==> src/rtl/idex_hazard_ctrl.sv <==
// idex_hazard_ctrl: sequencer for the ID/EX boundary.
// It inserts load-use bubbles, flushes on MEM redirects, and freezes the
// pipeline after fin reaches WB. All outputs are Mealy; state and counters
// are registered.
module idex_hazard_ctrl #(
  parameter int LDSTALL = 1,
  parameter int CWIDTH  = 16
) (
  input  logic              clk,
  input  logic              rst,
  input  logic [4:0]        id_rs,
  input  logic [4:0]        id_rt,
  input  logic              id_usesrt,
  input  logic              ex_memrd,
  input  logic [4:0]        ex_rt,
  input  logic              mem_redir,
  input  logic              wb_fin,
  output logic              pcwrite,
  output logic              ifidwrite,
  output logic              ifidflush,
  output logic              idexbubble,
  output logic              exmemflush,
  output logic              halted,
  output logic [CWIDTH-1:0] stallcnt,
  output logic [CWIDTH-1:0] flushcnt
);

  typedef enum logic [1:0] {RUN, STALL, HALT} state_t;

  // Bubbles still owed after the first one, which is inserted in RUN.
  localparam logic [3:0] REM_INIT = 4'(LDSTALL - 1);

  state_t      state, state_nx;
  logic [3:0]  rem, rem_nx;
  logic        hazard;
  logic        stall_inc, flush_inc;

  // Saturating increment: the counter sticks at all-ones instead of wrapping.
  function automatic logic [CWIDTH-1:0] sat_inc(input logic [CWIDTH-1:0] v);
    if (&v) return v;
    return v + {{(CWIDTH-1){1'b0}}, 1'b1};
  endfunction

  // A load in EX whose (non-r0) destination feeds a source of the ID instruction.
  assign hazard = ex_memrd && (ex_rt != 5'd0) &&
                  ((ex_rt == id_rs) || (id_usesrt && (ex_rt == id_rt)));

  // Next-state and Mealy outputs; priority fin > redirect > stall > normal.
  always_comb begin
    pcwrite    = 1'b1;
    ifidwrite  = 1'b1;
    ifidflush  = 1'b0;
    idexbubble = 1'b0;
    exmemflush = 1'b0;
    halted     = 1'b0;
    state_nx   = state;
    rem_nx     = rem;
    stall_inc  = 1'b0;
    flush_inc  = 1'b0;
    if (rst) begin
      pcwrite    = 1'b0;
      ifidwrite  = 1'b0;
      ifidflush  = 1'b1;
      idexbubble = 1'b1;
      exmemflush = 1'b1;
      state_nx   = RUN;
      rem_nx     = 4'd0;
    end else if (state == HALT) begin
      pcwrite    = 1'b0;
      ifidwrite  = 1'b0;
      idexbubble = 1'b1;
      exmemflush = 1'b1;
      halted     = 1'b1;
    end else if (wb_fin) begin
      pcwrite    = 1'b0;
      ifidwrite  = 1'b0;
      idexbubble = 1'b1;
      exmemflush = 1'b1;
      state_nx   = HALT;
      rem_nx     = 4'd0;
    end else if (mem_redir) begin
      // Redirect wins over any pending or new load-use stall.
      ifidflush  = 1'b1;
      idexbubble = 1'b1;
      exmemflush = 1'b1;
      flush_inc  = 1'b1;
      state_nx   = RUN;
      rem_nx     = 4'd0;
    end else if (state == STALL) begin
      // Hazard is not re-evaluated; just drain the remaining bubbles.
      pcwrite    = 1'b0;
      ifidwrite  = 1'b0;
      idexbubble = 1'b1;
      stall_inc  = 1'b1;
      rem_nx     = rem - 4'd1;
      if (rem == 4'd1) state_nx = RUN;
    end else if (hazard) begin
      pcwrite    = 1'b0;
      ifidwrite  = 1'b0;
      idexbubble = 1'b1;
      stall_inc  = 1'b1;
      if (LDSTALL > 1) begin
        state_nx = STALL;
        rem_nx   = REM_INIT;
      end
    end
  end

  // State, bubble down-counter and saturating event counters.
  always_ff @(posedge clk) begin
    state <= state_nx;
    rem   <= rem_nx;
    if (rst) begin
      stallcnt <= '0;
      flushcnt <= '0;
    end else begin
      if (stall_inc) stallcnt <= sat_inc(stallcnt);
      if (flush_inc) flushcnt <= sat_inc(flushcnt);
    end
  end

endmodule

==> config.mk <==
export PLATFORM = sky130hd
export DESIGN_NAME = idex_hazard_ctrl
export DESIGN_NICKNAME = d
export VERILOG_FILES = /design/src/rtl/idex_hazard_ctrl.sv
export SDC_FILE = /design/constraint.sdc
export NUM_CORES = 1
export LEC_CHECK = 0
export ABC_AREA = 0
export CORE_AREA = 3 3 78 80
export DETAILED_ROUTE_END_ITERATION = 8
export DIE_AREA = 0 0 81 83
export GPL_ROUTABILITY_DRIVEN = 0
export PLACE_DENSITY_LB_ADDON = 0.3
export SLEW_MARGIN = 20
export SYNTH_ARGS = -nofsm -noshare
export SYNTH_HDL_FRONTEND = slang
export SYNTH_SLANG_ARGS = --single-unit
==> constraint.sdc <==
create_clock -name clk -period 2.15 [get_ports clk]
set_input_delay 0.43 -clock clk [delete_from_list [all_inputs] [get_ports clk]]
set_output_delay 0.43 -clock clk [all_outputs]
set_load 0.02 [all_outputs]
Word level (Yosys, flattened, before mapping)
Index checks and enable logic that the tools add are counted.
W data, S select, Z words.
- $add $sub $neg: 3
- div/mod/pow operators: 0
- equality and inequality tests: 7
- multipliers: 0
- shift-type cells: 0
- reductions and logical operators: 13
- magnitude comparators: 0
- muxes and demuxes: 41
- bitwise operators: 1
- operators with widths (kind ; number):
    $add A16 B1 Y16 const B ; 2
    $mux W1 ; 32
    $mux W16 ; 2
    $reduce_and A16 Y1 ; 2
    $mux W4 ; 3
    $eq A5 B5 Y1 ; 2
    $mux W2 ; 4
    $reduce_and A2 Y1 ; 3
    $reduce_bool A3 Y1 ; 2
    $reduce_bool A5 Y1 ; 1
    $eq A4 B1 Y1 const B ; 1
    $ne A2 B2 Y1 const B ; 2
    $sub A4 B1 Y4 const B ; 1
    $logic_and A1 B1 Y1 ; 3
    $reduce_and A3 Y1 ; 1
    $eq A2 B1 Y1 const B ; 1
    $eq A2 B2 Y1 const B ; 1
    $logic_or A1 B1 Y1 ; 1
    $not A1 Y1 ; 1
- input bits: 21
- register bits: 38
- bits in latches: 0
- memories kept: 0
- memory bits (writable): 0
- memory bits (read-only): 0
- output and inout bits: 38
- logic and storage cells: 69

Logic depth before layout (Yosys ltp)
Gate-level depths: netlist (run 1).
- depth after elaboration: 14
- gate-level depth with buffers: 8
- depth with buffers taken out: 6

Worst setup path before layout (run 1)
Ideal clock, no wire load.
- path kind: in2out
- from: input port ex_rt[1]
- to: output port pcwrite
- setup slack: -0.633 ns
- buffers on the path: 1
- data arrival time: 2.353 ns
- stages on the path: 5
- required time: 1.720 ns
- path through: or4_1 > o21ai_0 > nor3_1 > nor4_1 > buf_4
- word-level cells in the longest chain between the ends: 10
- ends and longest elaborated chain (item ; RTL line ; source):
    from (decl) ; 15 ; input logic [4:0] ex_rt,
    $eq A5 B5 Y1 ; 46 ; ((ex_rt == id_rs) || (id_usesrt && (ex_rt == id_rt)));
    $logic_and A1 B1 Y1 ; 46 ;
    $logic_or A1 B1 Y1 ; 46 ;
    $logic_and A1 B1 Y1 (*) ; 45 ; assign hazard = ex_memrd && (ex_rt != 5'd0) &&
    $mux W1 (*) (6 in series) ; -- ;
    to (decl) ; 18 ; output logic pcwrite,
Mark *: on every way between the ends. The rest lies on a longest branch, timed or not.

Final worst setup path (run 1)
- from: input port ex_rt[1]
- to: output port ifidwrite
- word-level cells in the longest chain between the ends: 10
- ends and longest elaborated chain (item ; RTL line ; source):
    $eq A5 B5 Y1 ; 46 ;
    $logic_and A1 B1 Y1 ; 46 ;
    $logic_or A1 B1 Y1 ; 46 ;
    $logic_and A1 B1 Y1 (*) ; 45 ;
    $mux W1 (*) ; 97 ; end else if (hazard) begin
    $mux W1 (*) ; 89 ; end else if (state == STALL) begin
    $mux W1 (*) ; 81 ; end else if (mem_redir) begin
    $mux W1 (*) ; 74 ; end else if (wb_fin) begin
    $mux W1 (*) ; 68 ; end else if (state == HALT) begin
    $mux W1 (*) ; 60 ; if (rst) begin
    to (decl) ; 19 ; output logic ifidwrite,
Marked as above.

==> results list, run 1 <==
- The flow ran to the end, but the final reports show violations.
- Failing checks: negative setup slack
- Maximum achievable frequency: around 0.46 GHz
- The worst setup path is of the primary input to primary output kind.
- The number of nets handed over by synthesis was 248.
- The number of hold violations in the final report came to 0.
- Total number of H-tree levels: 2
- Maximum vdd drop: 0.289 mV
- Post-synthesis async set-or-reset flop share: 0%
- The clock passes through at most 2 buffers.
- Global routing finished with a remaining overflow of 0.
- Synthesized netlist cell count: between 200 and 250
* Minimum setup slack in the final design: -0.0221 ns
- Global-route wire length before repair: between 8000 and 9000 um
- In this run the remaining antenna-violating nets after routing total 0.
- Root buffer cell: clkbuf_8
- The worst hold path belongs to the class register to register.
- At the pin with the least slew margin, the transition time is just over 0.4 ns.
- Latest clock arrival within the worst-skew pair: roughly 0.28 ns
- The share of synthesized area in the top cell type comes to between 30 and 40%.
* Met2 routed wirelength: 2660 um
- Site row count: 27
- Buffers and inverters on the worst path: 3
- The routed layout has 2021 vias.
* Setup crit start kind: primary input
- The die covers around 6700 um2.
* Number of setup violations in the final report: 2
* Worst-case clock skew: ~0.0019 ns
- Most used cell along the critical path: buf_6
* Inserted Clock Buffers: 5
* Vertical die dimension: 83 um
- The tree built by TritonCTS fans out to 33 sinks.
- WL per Instance: 14.1 um
- Setup slack on the worst reg-to-reg path comes out at 0.24 ns.
- Max-cap violations in this run came to 0.
- After detailed routing, the number of vias per cell comes to 5.25.
- The mapped netlist covers around 1900 um2.
- After layout, the worst path uses 101% of the clock period.
* Endpoint class of the critical path: primary output
- In this run the cell area measured after placement is ~2700 um2.
- The total area inside the core boundary comes to 5470 um2.
* Crit path largest cell delay: between 0.5 and 0.6 ns
- STA puts the critical path data arrival time at approximately 1.7 ns.
- The netlist uses between 50 and 60 different library cells.
- In this run the worst path has a maximum fanout of 2.
- For this run, the post-layout net count is about 340.
- Initial core utilization: about a third
* Count of unresolved DRC violations after routing: 0
* Via count of the first global-routing pass: roughly 1900
* Sum of routed wire length over all layers: roughly 5400 um
- DRC violation total after the first TritonRoute iteration: just under 100
- Antenna violations before repair: 0
- For this block, wires on met1 add up to 2370 um.
- All-layer global routing usage: between 15 and 20%
* Fraction of layout cells with a size suffix above 1: between 20% and 30%
- Max-slew headroom at the worst pin: roughly 73%
- Minimum period implied by the final worst setup slack: roughly 2.2 ns
- Setup repair after global routing could not meet its margin everywhere.
- Ant. Diodes: 0
- Final design instance area without fill: 2990 um2
* Cell Chain, Critical Path: buf_6 > or4_4 > o21ai_2 > buf_6 > nor3_4 > nor4_4 > buf_4
- Summed over all nets, wire length on met3 after detailed routing comes to around 330 um.
- Summed over all instances, the cell type with the most area after synthesis is dfxtp_1.
- Number of enable-type register cells in the synthesized netlist: 0
- In this run the mean area of a mapped cell was between 8 and 9 um2.
- The largest individual stage delay along the critical path comes from the cell or4_4.
- After filler insertion, the fill cell instance count of the layout stands at slightly above 500.
- The HPWL after detailed placement is ~3900 um.
* Main area contributors after synthesis: dfxtp_1 (35%), xnor2_1 (9.6%), nor2_1 (4.5%)
- Hold-fix buffers, CTS: 0
- Final slew viol count: 0
- Die X-Extent: about 81 um
* Combined area of the multi-input logic cells: roughly 1300 um2
- Pin placement for this block handled a little under 60 I/O pins.
- Post-synthesis sequential element count: 33
- Gate family responsible for the most delay along the worst path: simple AND/OR/NAND/NOR gates
- After synthesis, flip-flops and latches occupy 34.6% of the total area.
- The detailed router used layers up to and including met4.
- The area growth from synthesis to layout is 56.3%.
* Prevailing post-synth register cell: dfxtp_1
* Power density normalized to cell area: about 440 nW/um2
* CTS tree: built
- Maximum number of pins on one net before global-route repair: 20
- Clock-pin slew on the worst setup and hold paths: around 0.070 ns
- Static Leakage: around 1 nW
- The pre-antenna-repair detailed-routing pass consisted of 4 iterations.
- STA puts the critical path data required time at ~1.7 ns.
- In the final timing run, aggregate negative setup slack is -0.0430 ns.
- Synth warn: 0
- Number of port buffers: 58
- Summing all flip-flop and latch instances after layout gives about 660 um2.
[cells in the final DEF, fill, tap and decap left out, types with 3 or more instances in the layout]
cell and n:
o21ai_0 6, nor2b_1 6, nor2_1 23, xnor2_1 20
buf_4 28, and2_1 4, a31oi_1 4, buf_6 6
or4_1 5, dlymetal6s2s_1 3, or4_4 3, nor3_2 4
and3_1 3, clkdlybuf4s50_1 35, clkbuf_8 7, dfxtp_1 33
or3_1 3, inv_1 5, nand2_1 12, a211oi_1 3
nand3_1 8, a21oi_1 10, nor3_1 3, nand4_1 12
o31ai_1 8, dlygate4sd2_1 10
[sequential cells by signal (all words and copies together) (netlist names)]
register  cells
flushcnt     16
stallcnt     16
state         1
[where the power goes]
| group | total [mW] | internal, mW | switching [mW] |
|---|---|---|---|
| clock | 0.519 | 0.289 | 0.229 |
| sequential | 0.621 | 0.614 | 0.00621 |
| combinational | 0.182 | 0.0962 | 0.0860 |
[cell usage after synthesis (2+ instances only)]
library cell	instances
a211oi_1	3
a21oi_1	12
a31oi_1	4
and2_1	4
and3_1	3
and4_1	2
and4_2	2
buf_2	2
buf_4	2
clkbuf_1	3
dfxtp_1	33
ha_1	2
inv_1	5
mux2_2	2
nand2_1	12
nand3_1	8
nand4_1	12
nor2_1	23
nor2b_1	6
nor3_1	8
nor4_1	3
o21ai_0	8
o21bai_1	2
o31ai_1	8
o41ai_1	2
or3_1	3
or4_1	7
xnor2_1	21
[final timing paths]
check                            startpoint           to  cells after the start
worst max-delay path               ex_rt[1]    ifidwrite                      7
worst min-delay path            flushcnt[5]  flushcnt[5]                      2
worst max register to register     state[1]  stallcnt[5]                      7
worst min register to register  flushcnt[5]  flushcnt[5]                      2
[layer usage]
layer  vias to the layer above  GRT usage [%]
met1                       940           20.7
li1                       1022              -
met2                        52           26.3
met5                         -              0
met4                         0           4.15
met3                         7           4.01
[logic make-up (layout without fill, tap and decap cells)]
logic type | after synthesis | count (layout) | share of synthesized area [%]
buffers and inverters | 13 | 101 | 3.08
adder cells (fa/ha/maj) | 2 | 2 | 1.31
AO/OA/AOI/OAI | 48 | 48 | 16.8
XOR/XNOR | 22 | 22 | 10.1
multiplexers | 3 | 3 | 1.70
AND/OR/NAND/NOR | 104 | 104 | 32.5
flip-flops | 33 | 33 | 34.6
[cell type report]
type / instances / area share, %
clock buffer: 7 / 3.22
multi-input combinational: 179 / 43.8
inverter: 5 / 0.628
timing repair buffer: 88 / 27.1
clock inverter: 1 / 0.168
tap: 72 / 3.02
sequential: 33 / 22.1
[timing repair]
action,in CTS,in global routing
endpoints found under the setup margin,13,17
setup buffers,5,5
gates resized for setup,55,24
pin swaps,13,18
[stage by stage]
step	hold WS (ns)	cells	util, %	setup WS (ns)	total power, mW
after floorplan	0.566	225	-	-0.113	0.705
after global placement	0.489	368	49.6	-0.910	0.800
after detailed placement	0.503	368	49.6	-0.935	0.802
after CTS	0.512	381	52.3	-0.145	1.32
after global routing	0.546	385	54.6	-0.0865	1.38
final	0.505	385	54.6	-0.0221	1.32
[worst reg2reg max path, stage by stage (launching register included)]
cell,delay [ns]
dfxtp_1,0.40
nor4_4,0.32
buf_4,0.17
buf_12,0.10
nand3_1,0.08
buf_4,0.17
or4_1,0.46
a21oi_1,0.14
Power figures use the tool's default switching activity.
==> inputs of run 2 (changes only) <==
--- a/config.mk
+++ b/config.mk
@@ -6,9 +6,9 @@
 export NUM_CORES = 1
 export LEC_CHECK = 0
 export ABC_AREA = 0
-export CORE_AREA = 3 3 78 80
+export CORE_AREA = 3 3 57 111
 export DETAILED_ROUTE_END_ITERATION = 8
-export DIE_AREA = 0 0 81 83
+export DIE_AREA = 0 0 60 114
 export GPL_ROUTABILITY_DRIVEN = 0
 export PLACE_DENSITY_LB_ADDON = 0.3
 export SLEW_MARGIN = 20
==> results list, run 2 (synthesis results as in run 1) <==
- Of the available clock period, the critical path in the final layout requires between 90% and 100%.
- Site row count: 38
- The worst register-to-register path has a depth of 6.
- Root buffer cell: clkbuf_8
* Class of the worst hold path: register to register
- Summed over all cells, the static leakage comes to around 1.0 nW.
* Post-layout utilization of the core: between 50% and 60%
- Once detail routing completed, the nets flagged for antenna violations numbered 0.
* Clock-pin slew on the worst setup and hold paths: approximately 0.06 ns
- Accumulated negative setup slack: 0 ns
- For this design the ratio of total power to cell area is approximately 420 nW/um2.
- Max-slew headroom at the worst pin: between 70 and 80%
- Total die area: between 6000 and 7000 um2
* Inserted Clock Buffers: 5
* End point of the critical path: pcwrite
- Number of setup violations in the final report: 0
* All-layer global routing usage: roughly 18%
- The repair_antennas step left the layout with diodes totalling 0.
* Number of port buffers: 58
- STA classifies the critical path endpoint as a primary output.
* Launching instance or port of the critical path: ex_rt[3]
- In this run the critical register-to-register path is launched from stallcnt[3].
- Clock tree synthesis found a total of 33 sinks.
* Crit Path Max Fanout: 2
- The number of max-slew violations in the final report is 0.
* Vertical die dimension: 114 um
* Hpwl dp: roughly 4300 um
- The setup check on the worst reg-to-reg path leaves a slack of 0.24 ns.
- Before CTS, the worst setup slack after placement is -0.899 ns.
* Kind of critical path: primary input to primary output
- At the end of the flow, the number of nets in the layout was 341.
- Entering global routing, the biggest net connects 32 pins.
* I/O pin total: 59
* Startpoint of the worst hold path: flushcnt[5]
- The routed layout has ~2100 vias.
* Area grow syn2layout: 54.1%
- After floorplanning, the core was sized to cover approximately 5500 um2.
- CTS tree: built
- The clock passes through at most 2 buffers.
- Clock latency on the worst-skew pair, taken at its later pin, is ~0.28 ns.
- Die X-Extent: 60 um
* Maximum achievable frequency: 0.478 GHz
- Once routing completed, OpenROAD measured the worst setup slack at between 0.05 and 0.06 ns.
- MaxCap Viol Count: 0
* Most common cell after layout, fill and taps aside: buf_4
* Worst Max-Slew Pin Slew: 0.425 ns
* Minimum period implied by the final worst setup slack: around 2.1 ns
* Sum of routed wire length over all layers: roughly 5800 um
- Global routing's busiest layer: met2
- At the worst endpoint, the arrival time is ~1.7 ns.
- Initial core utilization: approximately 35%
- Met2 Usage GRT: 34.2%
* Count of unresolved DRC violations after routing: 0
- Via count of the first global-routing pass: 2134
- DRC violation total after the first TritonRoute iteration: between 60 and 70
* Most used cells in the layout excluding fill and tap cells: buf_4 (37), clkdlybuf4s50_1 (34), dfxtp_1 (33)
* Hold-fix buffers, CTS: 0
- Setup crit start kind: primary input
- Between clock sinks in the finished design, the worst skew comes to a little under 0.007 ns.
* Worst Path Required: 1.72 ns
- The worst-case IR drop observed on VDD is 0.505 mV.
- The first detailed-routing pass took 4 iterations.
- The post-route netlist has 24.6% of its cells at a drive strength greater than 1.
* Antenna violations before repair: 0
- Dividing the detail-routed wire length by the instance count gives ~15 um.
- Global-route wire length before repair: ~9500 um
- Remaining global-route overflow: 0
* Final total power: 1.24 mW
* Final Hold Fails: 0
- In the final layout, the registers with the most flip-flops are flushcnt x16, stallcnt x16, state x1.
* Total number of H-tree levels: 2
- For met3 alone, demand over resource in global routing was approximately 3.7%.
* Met1 Usage GRT: ~17%
* Status: complete, no violations
* Detailed-route vias per instance: about 5.5
* Critical register-to-register path endpoint: stallcnt[6]
-- run 2: cell count changes in the layout (fill, tap and decap cells not counted), sizes merged --
cell,before,now
buf,37,43
dlymetal6s2s,3,4
dlygate4sd2,10,5
clkdlybuf4s50,35,34
clkdlybuf4s15,2,5
-- run 2: final cells by class --
type	instances	area, um2
clock buffers	5	68.8
repair buffers	94	823
inverters	5	18.8
flip-flops and latches	33	661
well taps	60	75.1
clock inverters	1	5.00
fillers	516	2570
multi-input cells	179	1290
-- run 2: critical path, cell delays in order --
cell and delay, ns:
buf_2 0.11, or4_4 0.53, o21ai_4 0.19, nor3_4 0.06, nor4_4 0.16, buf_4 0.19
-- run 2: worst min path at each step --
stage             endpoint  slack (ns)  cells past startpoint
3_3_place_gp   flushcnt[5]        0.48                      2
6_report       flushcnt[5]        0.51                      2
5_1_grt        stallcnt[9]        0.54                      2
2_1_floorplan  flushcnt[5]        0.57                      2
3_5_place_dp   stallcnt[9]        0.51                      2
4_1_cts        stallcnt[9]        0.52                      2
-- run 2: routing by layer --
| metal | part of all wire (%) | routed length, um |
|---|---|---|
| met1 | 34 | 1970 |
| met5 | 0 | 0 |
| met4 | 2.7 | 156 |
| met3 | 5.4 | 313 |
| met2 | 58 | 3350 |
-- run 2: timing repair --
item,4_1_cts,5_1_grt
cloned,0,0
pin swaps,11,19
setup buffers,11,1
gates resized for setup,52,26
hold endpoints to repair,0,0
endpoints found under the setup margin,16,17
-- run 2: where the power goes --
part / internal (mW) / switching (mW)
combinational: 0.102 / 0.0906
sequential: 0.615 / 0.00513
clock: 0.213 / 0.217
-- run 2: metrics by stage --
step,cells,instance area (um2),hold WS [ns]
6_report,377,2950,0.513
5_1_grt,377,2950,0.537
4_1_cts,376,2870,0.519
3_5_place_dp,359,2720,0.509
3_3_place_gp,359,2720,0.484
2_1_floorplan,225,1930,0.566
==> inputs of run 3 (changes only) <==
--- a/config.mk
+++ b/config.mk
@@ -6,6 +6,7 @@
 export NUM_CORES = 1
 export LEC_CHECK = 0
 export ABC_AREA = 0
+export ABC_CLOCK_PERIOD_IN_PS = 2150
 export CORE_AREA = 3 3 57 111
 export DETAILED_ROUTE_END_ITERATION = 8
 export DIE_AREA = 0 0 60 114
==> results of run 3 <==
Same layout as run 2: the final DEF is identical, and so are final timing and power.
